===== src/rtl/sram_bank_pkg.sv =====
// Shared definitions for the multi-port SRAM bank: default Bennett phase
// placement, sequencer state encoding and the registered op record.
package sram_bank_pkg;

    // Default phase placement inside one adiabatic cycle
    localparam int DEF_PHASES  = 10;
    localparam int DEF_ADDR_PH = 2;
    localparam int DEF_RD_PH   = 6;
    localparam int DEF_WR_PH   = 8;

    // Widest address/data the op record can carry; wider instances are rejected
    localparam int MAX_AW    = 16;
    localparam int MAX_WIDTH = 64;

    typedef enum logic {
        PH_IDLE = 1'b0,
        PH_RUN  = 1'b1
    } ph_state_t;

    // Op fields held stable for the whole Bennett cycle; narrower instances
    // zero-extend into these fields
    typedef struct packed {
        logic                 rd;
        logic                 wr;
        logic [MAX_AW-1:0]    wr_addr;
        logic [MAX_WIDTH-1:0] wr_data;
    } sram_op_t;

endpackage


===== src/rtl/bennett_phase_gen.sv =====
// Bennett phase sequencer: IDLE/RUN FSM stepping a one-hot phase through
// PHASES clocks per accepted op, with back-to-back restart from the last phase.
module bennett_phase_gen
    import sram_bank_pkg::*;
#(
    parameter  int PHASES = DEF_PHASES,
    localparam int PW     = $clog2(PHASES)
) (
    input  logic              clk,
    input  logic              reset,
    input  logic              accept,
    output logic              running,
    output logic [PW-1:0]     phIdx,
    output logic [PHASES-1:0] phase,
    output logic              lastPh
);

    ph_state_t state;

    assign running = (state == PH_RUN);

    // Sequencer FSM: all outputs registered alongside the state
    always_ff @(posedge clk or posedge reset) begin
        if (reset) begin
            state  <= PH_IDLE;
            phIdx  <= '0;
            phase  <= '0;
            lastPh <= 1'b0;
        end else begin
            case (state)
                PH_IDLE: begin
                    if (accept) begin
                        state  <= PH_RUN;
                        phIdx  <= '0;
                        phase  <= PHASES'(1);
                        lastPh <= 1'b0;
                    end
                end
                PH_RUN: begin
                    if (phIdx == PW'(PHASES - 1)) begin
                        if (accept) begin
                            // Back-to-back issue: restart without an idle gap
                            phIdx  <= '0;
                            phase  <= PHASES'(1);
                            lastPh <= 1'b0;
                        end else begin
                            state  <= PH_IDLE;
                            phIdx  <= '0;
                            phase  <= '0;
                            lastPh <= 1'b0;
                        end
                    end else begin
                        phIdx  <= phIdx + PW'(1);
                        phase  <= phase << 1;
                        lastPh <= (phIdx == PW'(PHASES - 2));
                    end
                end
                default: begin
                    state  <= PH_IDLE;
                    phIdx  <= '0;
                    phase  <= '0;
                    lastPh <= 1'b0;
                end
            endcase
        end
    end

endmodule


===== src/rtl/sram_mport_bank.sv =====
// Multi-read-port SRAM bank driven by its own Bennett phase sequencer.
// Each op decodes to one-hot wordlines, senses at RD_PH, commits at WR_PH.
module sram_mport_bank
    import sram_bank_pkg::*;
#(
    parameter  int WIDTH    = 16,
    parameter  int DEPTH    = 32,
    parameter  int RD_PORTS = 2,
    parameter  int PHASES   = DEF_PHASES,
    parameter  int ADDR_PH  = DEF_ADDR_PH,
    parameter  int RD_PH    = DEF_RD_PH,
    parameter  int WR_PH    = DEF_WR_PH,
    parameter  int BYPASS   = 1,
    localparam int AW       = $clog2(DEPTH)
) (
    input  logic                      clk,
    input  logic                      reset,
    input  logic                      op_valid,
    output logic                      op_ready,
    input  logic                      op_rd,
    input  logic                      op_wr,
    input  logic [RD_PORTS*AW-1:0]    rd_addr,
    input  logic [AW-1:0]             wr_addr,
    input  logic [WIDTH-1:0]          wr_data,
    output logic [RD_PORTS*WIDTH-1:0] rd_data,
    output logic                      rd_valid,
    output logic [PHASES-1:0]         phase,
    output logic [RD_PORTS*DEPTH-1:0] wl_rd,
    output logic [DEPTH-1:0]          wl_wr,
    output logic                      srclk_null,
    output logic                      addr_err
);

    localparam int PW = $clog2(PHASES);

    if (!(ADDR_PH < RD_PH && RD_PH < WR_PH && WR_PH < PHASES)) begin : gBadPhaseOrder
        $error("sram_mport_bank: need ADDR_PH < RD_PH < WR_PH < PHASES");
    end
    if (AW > MAX_AW || WIDTH > MAX_WIDTH || RD_PORTS < 1) begin : gBadSize
        $error("sram_mport_bank: DEPTH/WIDTH/RD_PORTS outside supported range");
    end

    logic          running;
    logic          lastPh;
    logic [PW-1:0] phIdx;
    logic          accept;

    bennett_phase_gen #(.PHASES(PHASES)) uPhaseGen (
        .clk     (clk),
        .reset   (reset),
        .accept  (accept),
        .running (running),
        .phIdx   (phIdx),
        .phase   (phase),
        .lastPh  (lastPh)
    );

    assign op_ready = !running || lastPh;
    assign accept   = op_valid && op_ready;

    sram_op_t                opReg;
    logic [RD_PORTS*AW-1:0]  rdAddrReg;

    // Capture op fields at accept; they stay put for the whole cycle
    always_ff @(posedge clk or posedge reset) begin
        if (reset) begin
            opReg     <= '0;
            rdAddrReg <= '0;
        end else if (accept) begin
            opReg.rd      <= op_rd;
            opReg.wr      <= op_wr;
            opReg.wr_addr <= MAX_AW'(wr_addr);
            opReg.wr_data <= MAX_WIDTH'(wr_data);
            rdAddrReg     <= rd_addr;
        end
    end

    logic [MAX_AW-1:0]    wrAddrFull;
    logic [MAX_WIDTH-1:0] wrDataFull;
    logic [AW-1:0]        wrAddr;
    logic [WIDTH-1:0]     wrData;
    logic                 wrInRange;
    logic                 wlActive;
    logic                 rdSample;
    logic                 wrCommit;
    logic [RD_PORTS-1:0]  rdBad;

    assign wrAddrFull = opReg.wr_addr;
    assign wrDataFull = opReg.wr_data;
    assign wrAddr     = AW'(wrAddrFull);
    assign wrData     = WIDTH'(wrDataFull);
    assign wrInRange  = (wrAddrFull < MAX_AW'(DEPTH));

    // Wordlines stay up from ADDR_PH to the end of the cycle
    assign wlActive = running && (phIdx >= PW'(ADDR_PH));
    assign rdSample = running && (phIdx == PW'(RD_PH)) && opReg.rd;
    // Reset drops running, so an aborted op can never reach the commit edge
    assign wrCommit = running && (phIdx == PW'(WR_PH)) && opReg.wr && wrInRange;

    logic [WIDTH-1:0] mem [DEPTH];

    // Storage: cleared by reset, written on the edge ending WR_PH
    always_ff @(posedge clk or posedge reset) begin
        if (reset) begin
            for (int i = 0; i < DEPTH; i++) begin
                mem[i] <= '0;
            end
        end else if (wrCommit) begin
            mem[wrAddr] <= wrData;
        end
    end

    // Write decoder: out-of-range addresses match no wordline
    for (genvar gi = 0; gi < DEPTH; gi++) begin : gWlWr
        assign wl_wr[gi] = wlActive && opReg.wr && (wrAddrFull == MAX_AW'(gi));
    end

    for (genvar gp = 0; gp < RD_PORTS; gp++) begin : gRdPort
        logic [AW-1:0]    rdAddr;
        logic             rdInRange;
        logic             bypassHit;
        logic [WIDTH-1:0] rdWord;
        logic [WIDTH-1:0] rdDataReg;

        assign rdAddr    = rdAddrReg[gp*AW +: AW];
        assign rdInRange = ({1'b0, rdAddr} < (AW+1)'(DEPTH));
        assign rdBad[gp] = !rdInRange;
        assign bypassHit = (BYPASS != 0) && opReg.wr && (rdAddr == wrAddr);
        assign rdWord    = !rdInRange ? '0 :
                           bypassHit  ? wrData : mem[rdAddr];

        for (genvar gi = 0; gi < DEPTH; gi++) begin : gWlRd
            assign wl_rd[gp*DEPTH + gi] = wlActive && opReg.rd && (rdAddr == AW'(gi));
        end

        // Sense register: loads at RD_PH, holds until the next read
        always_ff @(posedge clk or posedge reset) begin
            if (reset) begin
                rdDataReg <= '0;
            end else if (rdSample) begin
                rdDataReg <= rdWord;
            end
        end

        assign rd_data[gp*WIDTH +: WIDTH] = rdDataReg;
    end

    logic rdValidReg;

    // rd_valid pulses in the phase right after the sense edge
    always_ff @(posedge clk or posedge reset) begin
        if (reset) begin
            rdValidReg <= 1'b0;
        end else begin
            rdValidReg <= rdSample;
        end
    end

    assign rd_valid   = rdValidReg;
    assign srclk_null = running && opReg.rd && (phIdx > PW'(RD_PH));
    assign addr_err   = running && (phIdx == PW'(ADDR_PH)) &&
                        ((opReg.rd && (|rdBad)) || (opReg.wr && !wrInRange));

endmodule


===== config.mk =====
export PLATFORM = sky130hd
export DESIGN_NAME = sram_mport_bank
export DESIGN_NICKNAME = d
export VERILOG_FILES = /design/src/rtl/sram_bank_pkg.sv /design/src/rtl/bennett_phase_gen.sv /design/src/rtl/sram_mport_bank.sv
export SDC_FILE = /design/constraint.sdc
export NUM_CORES = 1
export LEC_CHECK = 0
export CORE_ASPECT_RATIO = 1.25
export CORE_MARGIN = 2
export CORE_UTILIZATION = 25
export DETAILED_ROUTE_END_ITERATION = 7
export RECOVER_POWER = 25
export SYNTH_ARGS = -nofsm -noshare
export SYNTH_HDL_FRONTEND = slang
export SYNTH_HIERARCHICAL = 1
export SYNTH_SLANG_ARGS = --single-unit

===== constraint.sdc =====
create_clock -name clk -period 34.3 [get_ports clk]
set_input_delay 6.86 -clock clk [delete_from_list [all_inputs] [get_ports clk]]
set_output_delay 6.86 -clock clk [all_outputs]
set_load 0.01 [all_outputs]

==> out/summary.txt <==
Mapped Area: 0.0316 mm²
sequential share of power: 37.0%
flop and latch count out of synthesis: 594
failing checks: capacitance limit, slew limit
Die H: 402 µm
Top FF cell, synth: dfrtp_1
yosys warns: 6
antenna-violating nets left: 0
Max-slew headroom: -89.2%
CTS root buf: clkbuf_16
First-pass DRT Iterations: 7
switch share: 40.2%
ys async rst share: 100%
Slowest cell on crit path: nor3b_1
nets: 2441
Critical Path, Cell by Cell: nor3_1, nor3b_1, nand3_1, nor2_1, clkdlybuf4s50_1
H-tree depth: 2
vias: 21300
most frequent cell after synthesis: dfrtp_1
final hold violation count: 0
critical path data arrival time: 3710 ps
Worst setup EP type: output port
Psw: 1.09 mW
initial antenna violation count: 2
Worst-Margin Slew: 2830 ps
Core Region: 0.125 mm²
post_cts resized: 0
status: complete, but fails checks
register area share after synthesis: 47.0%
period utilization: 30.8%
unrepaired setup endpoints after global routing: false
Commonest cells post-synth: dfrtp_1, mux2_2, mux2i_1
Slew Limit Fails: 255
CP Class: register to output port
FP Rows: 145
FMAX: 0.0946 GHz
crit path time final: 10570 ps
Peak VDD IR: 0.0440 mV
routed wire length: 104000 µm
CP required: 27440 ps
routed len/inst: 25.5 µm
Avg Inst Size Synth: 13.6 µm²
# clock sinks: 594
setup TNS: 0 ps
CTS Buf Count: 60
DRC: 0
crit path buf inv count: 1
CTS clk-pin slew, worst paths: 60 ps
R2R Path End: mem[421]
largest net degree at the start of global routing: 163
Placer Congestion: 0.806
Clock power frac: 25.5%
crit-path max cell delay: 920 ps
crit path to: wl_wr[31]
setup repair bufs after CTS: 0
Area Overhead vs Synth: 16.7%
Post-synth EDFFs: 0
DPL Wire Length: 65200 µm
R2R Path Start: uPhaseGen/phIdx[0]
first-pass GRT wire length: 154000 µm
worst skew pair latency: 650 ps
Synth Instances: 2325
cell count along the critical path: 5
overall die area: 0.129 mm²
I/O pins: 178
Clock Skews: 21.8 ps
initial DRC count: 1547
synth top area cells: dfrtp_1, mux2_2, mux4_2
Critical path origin: uPhaseGen/phIdx[2]
delay-heaviest family, CP: simple AND/OR/NAND/NOR gates
hold crit path type: register to register
gr usage total: 15.9%
Longest Clk Path Bufs: 3
r2r setup slk: 29010 ps
vias in the first global route: 22000
share of cells above drive strength 1: 37.6%
top-area cell type share of the netlist area: 47.0%
CTS tree: built
Port Buffers: 176
fin util: 29.5%
startpoint types: register
cell accounting for the most synthesized area: dfrtp_1
Lkg Pwr: 16.1 nW
Hold Buf Count CTS: 0
Final setup viols: 0
net count after synthesis: 2364
pwr/cell area: 73.8 mW/mm²
combinational power share: 37.5%
Max FO, Critical Path: 8
Die Span X: 322 µm
max-cap violations: 14
initial cell density of the core: 25.3%
Synth cell types: 55
Overflow after GRT: 0
fillcell total: 12700
# diodes: 0
Via density: 5.24
internal power: 1.63 mW
FF-to-FF path depth: 5
per-layer routing:
metal	track usage (%)	part of all wire [%]
met5	0	0.013
met3	2.92	5.9
met1	20.8	42
met2	26.2	48
met4	5.73	3.8
cell type report:
cell class              instances  area, µm²  share of cell area [%]
multi-input cells            1497      15700                    42.5
flip-flops and latches        594      14900                    40.4
repair buffers                240       2220                    6.01
well taps                    1617       2020                    5.48
clock inverters                28        328                   0.888
clock buffers                  82       1720                    4.65
inverters                       9       41.3                   0.112
flip-flops by register name, summed over array words and instances, names as in the netlist:
register           count
wrAddrFull             5
rd_valid               1
mem                  512
uPhaseGen/lastPh       1
uPhaseGen/running      1
uPhaseGen/phIdx        4
rdAddrReg             10
uPhaseGen/phase       10
opReg                  2
wrDataFull            16
gRdPort.rdDataReg     32
worst register-to-register path: cells and delay by family, from the launching register on:
family           cells  cell delay, ps
AND/OR/NAND/NOR      4            4230
multiplexers         1             480
flip-flops           1             460
power by group through the flow:
stage | Combinational, mW | Sequential, mW | Clock, mW
after global routing | 1.08 | 1.03 | 0.737
after detailed placement | 1.03 | 1.02 | 0
final | 1.02 | 1.01 | 0.693
after CTS | 1.03 | 1.01 | 0.706
after global placement | 1.02 | 1.01 | 0
after floorplan | 0.718 | 0.899 | 0
cell usage in the layout (no fill, tap or decap), drive strengths merged, types with 9 or more instances in the layout:
cell           instances
a2111oi               35
a22o                  12
a2bb2oi               32
a311oi                26
buf                   51
clkbuf                95
clkdlybuf4s50        176
clkinv                17
dfrtp                594
inv                   11
mux2                 555
mux2i                206
mux4                 178
nand2                 54
nand2b                11
nand3                 13
nor2                 191
nor2b                 13
o221ai                26
o22ai                 43
o31ai                 31
or2                    9
stage by stage:
stage | std cells | hold WS, ps | cell area [µm²] | power, mW | setup WS, ps
2_1_floorplan | 2325 | 457 | 31600 | 1.62 | 11270
3_3_place_gp | 3957 | 470 | 35000 | 2.03 | 23320
3_5_place_dp | 3957 | 477 | 35000 | 2.04 | 23310
4_1_cts | 4067 | 491 | 37100 | 2.74 | 23820
5_1_grt | 4067 | 500 | 36900 | 2.84 | 23490
6_report | 4067 | 490 | 36900 | 2.72 | 23730
kinds of logic after synthesis:
| group | share of synthesized area (%) |
|---|---|
| AOI/OAI and AO/OA | 5.72 |
| xor gates and xnor gates | 0.305 |
| adders and majority gates | 0.119 |
| buffers and inverters | 3.35 |
| DFF | 47.0 |
| muxes | 39.0 |
| other | 0.0119 |
| and+or+nand+nor | 4.54 |
worst min path at each step:
stage / startpoint / to / cells past startpoint
after floorplan: uPhaseGen/lastPh / uPhaseGen/lastPh / 1
after global placement: uPhaseGen/lastPh / uPhaseGen/lastPh / 1
after detailed placement: uPhaseGen/lastPh / uPhaseGen/lastPh / 1
after CTS: uPhaseGen/lastPh / uPhaseGen/lastPh / 1
after global routing: uPhaseGen/lastPh / uPhaseGen/lastPh / 1
final: uPhaseGen/lastPh / uPhaseGen/lastPh / 1
Power figures use the tool's default switching activity.
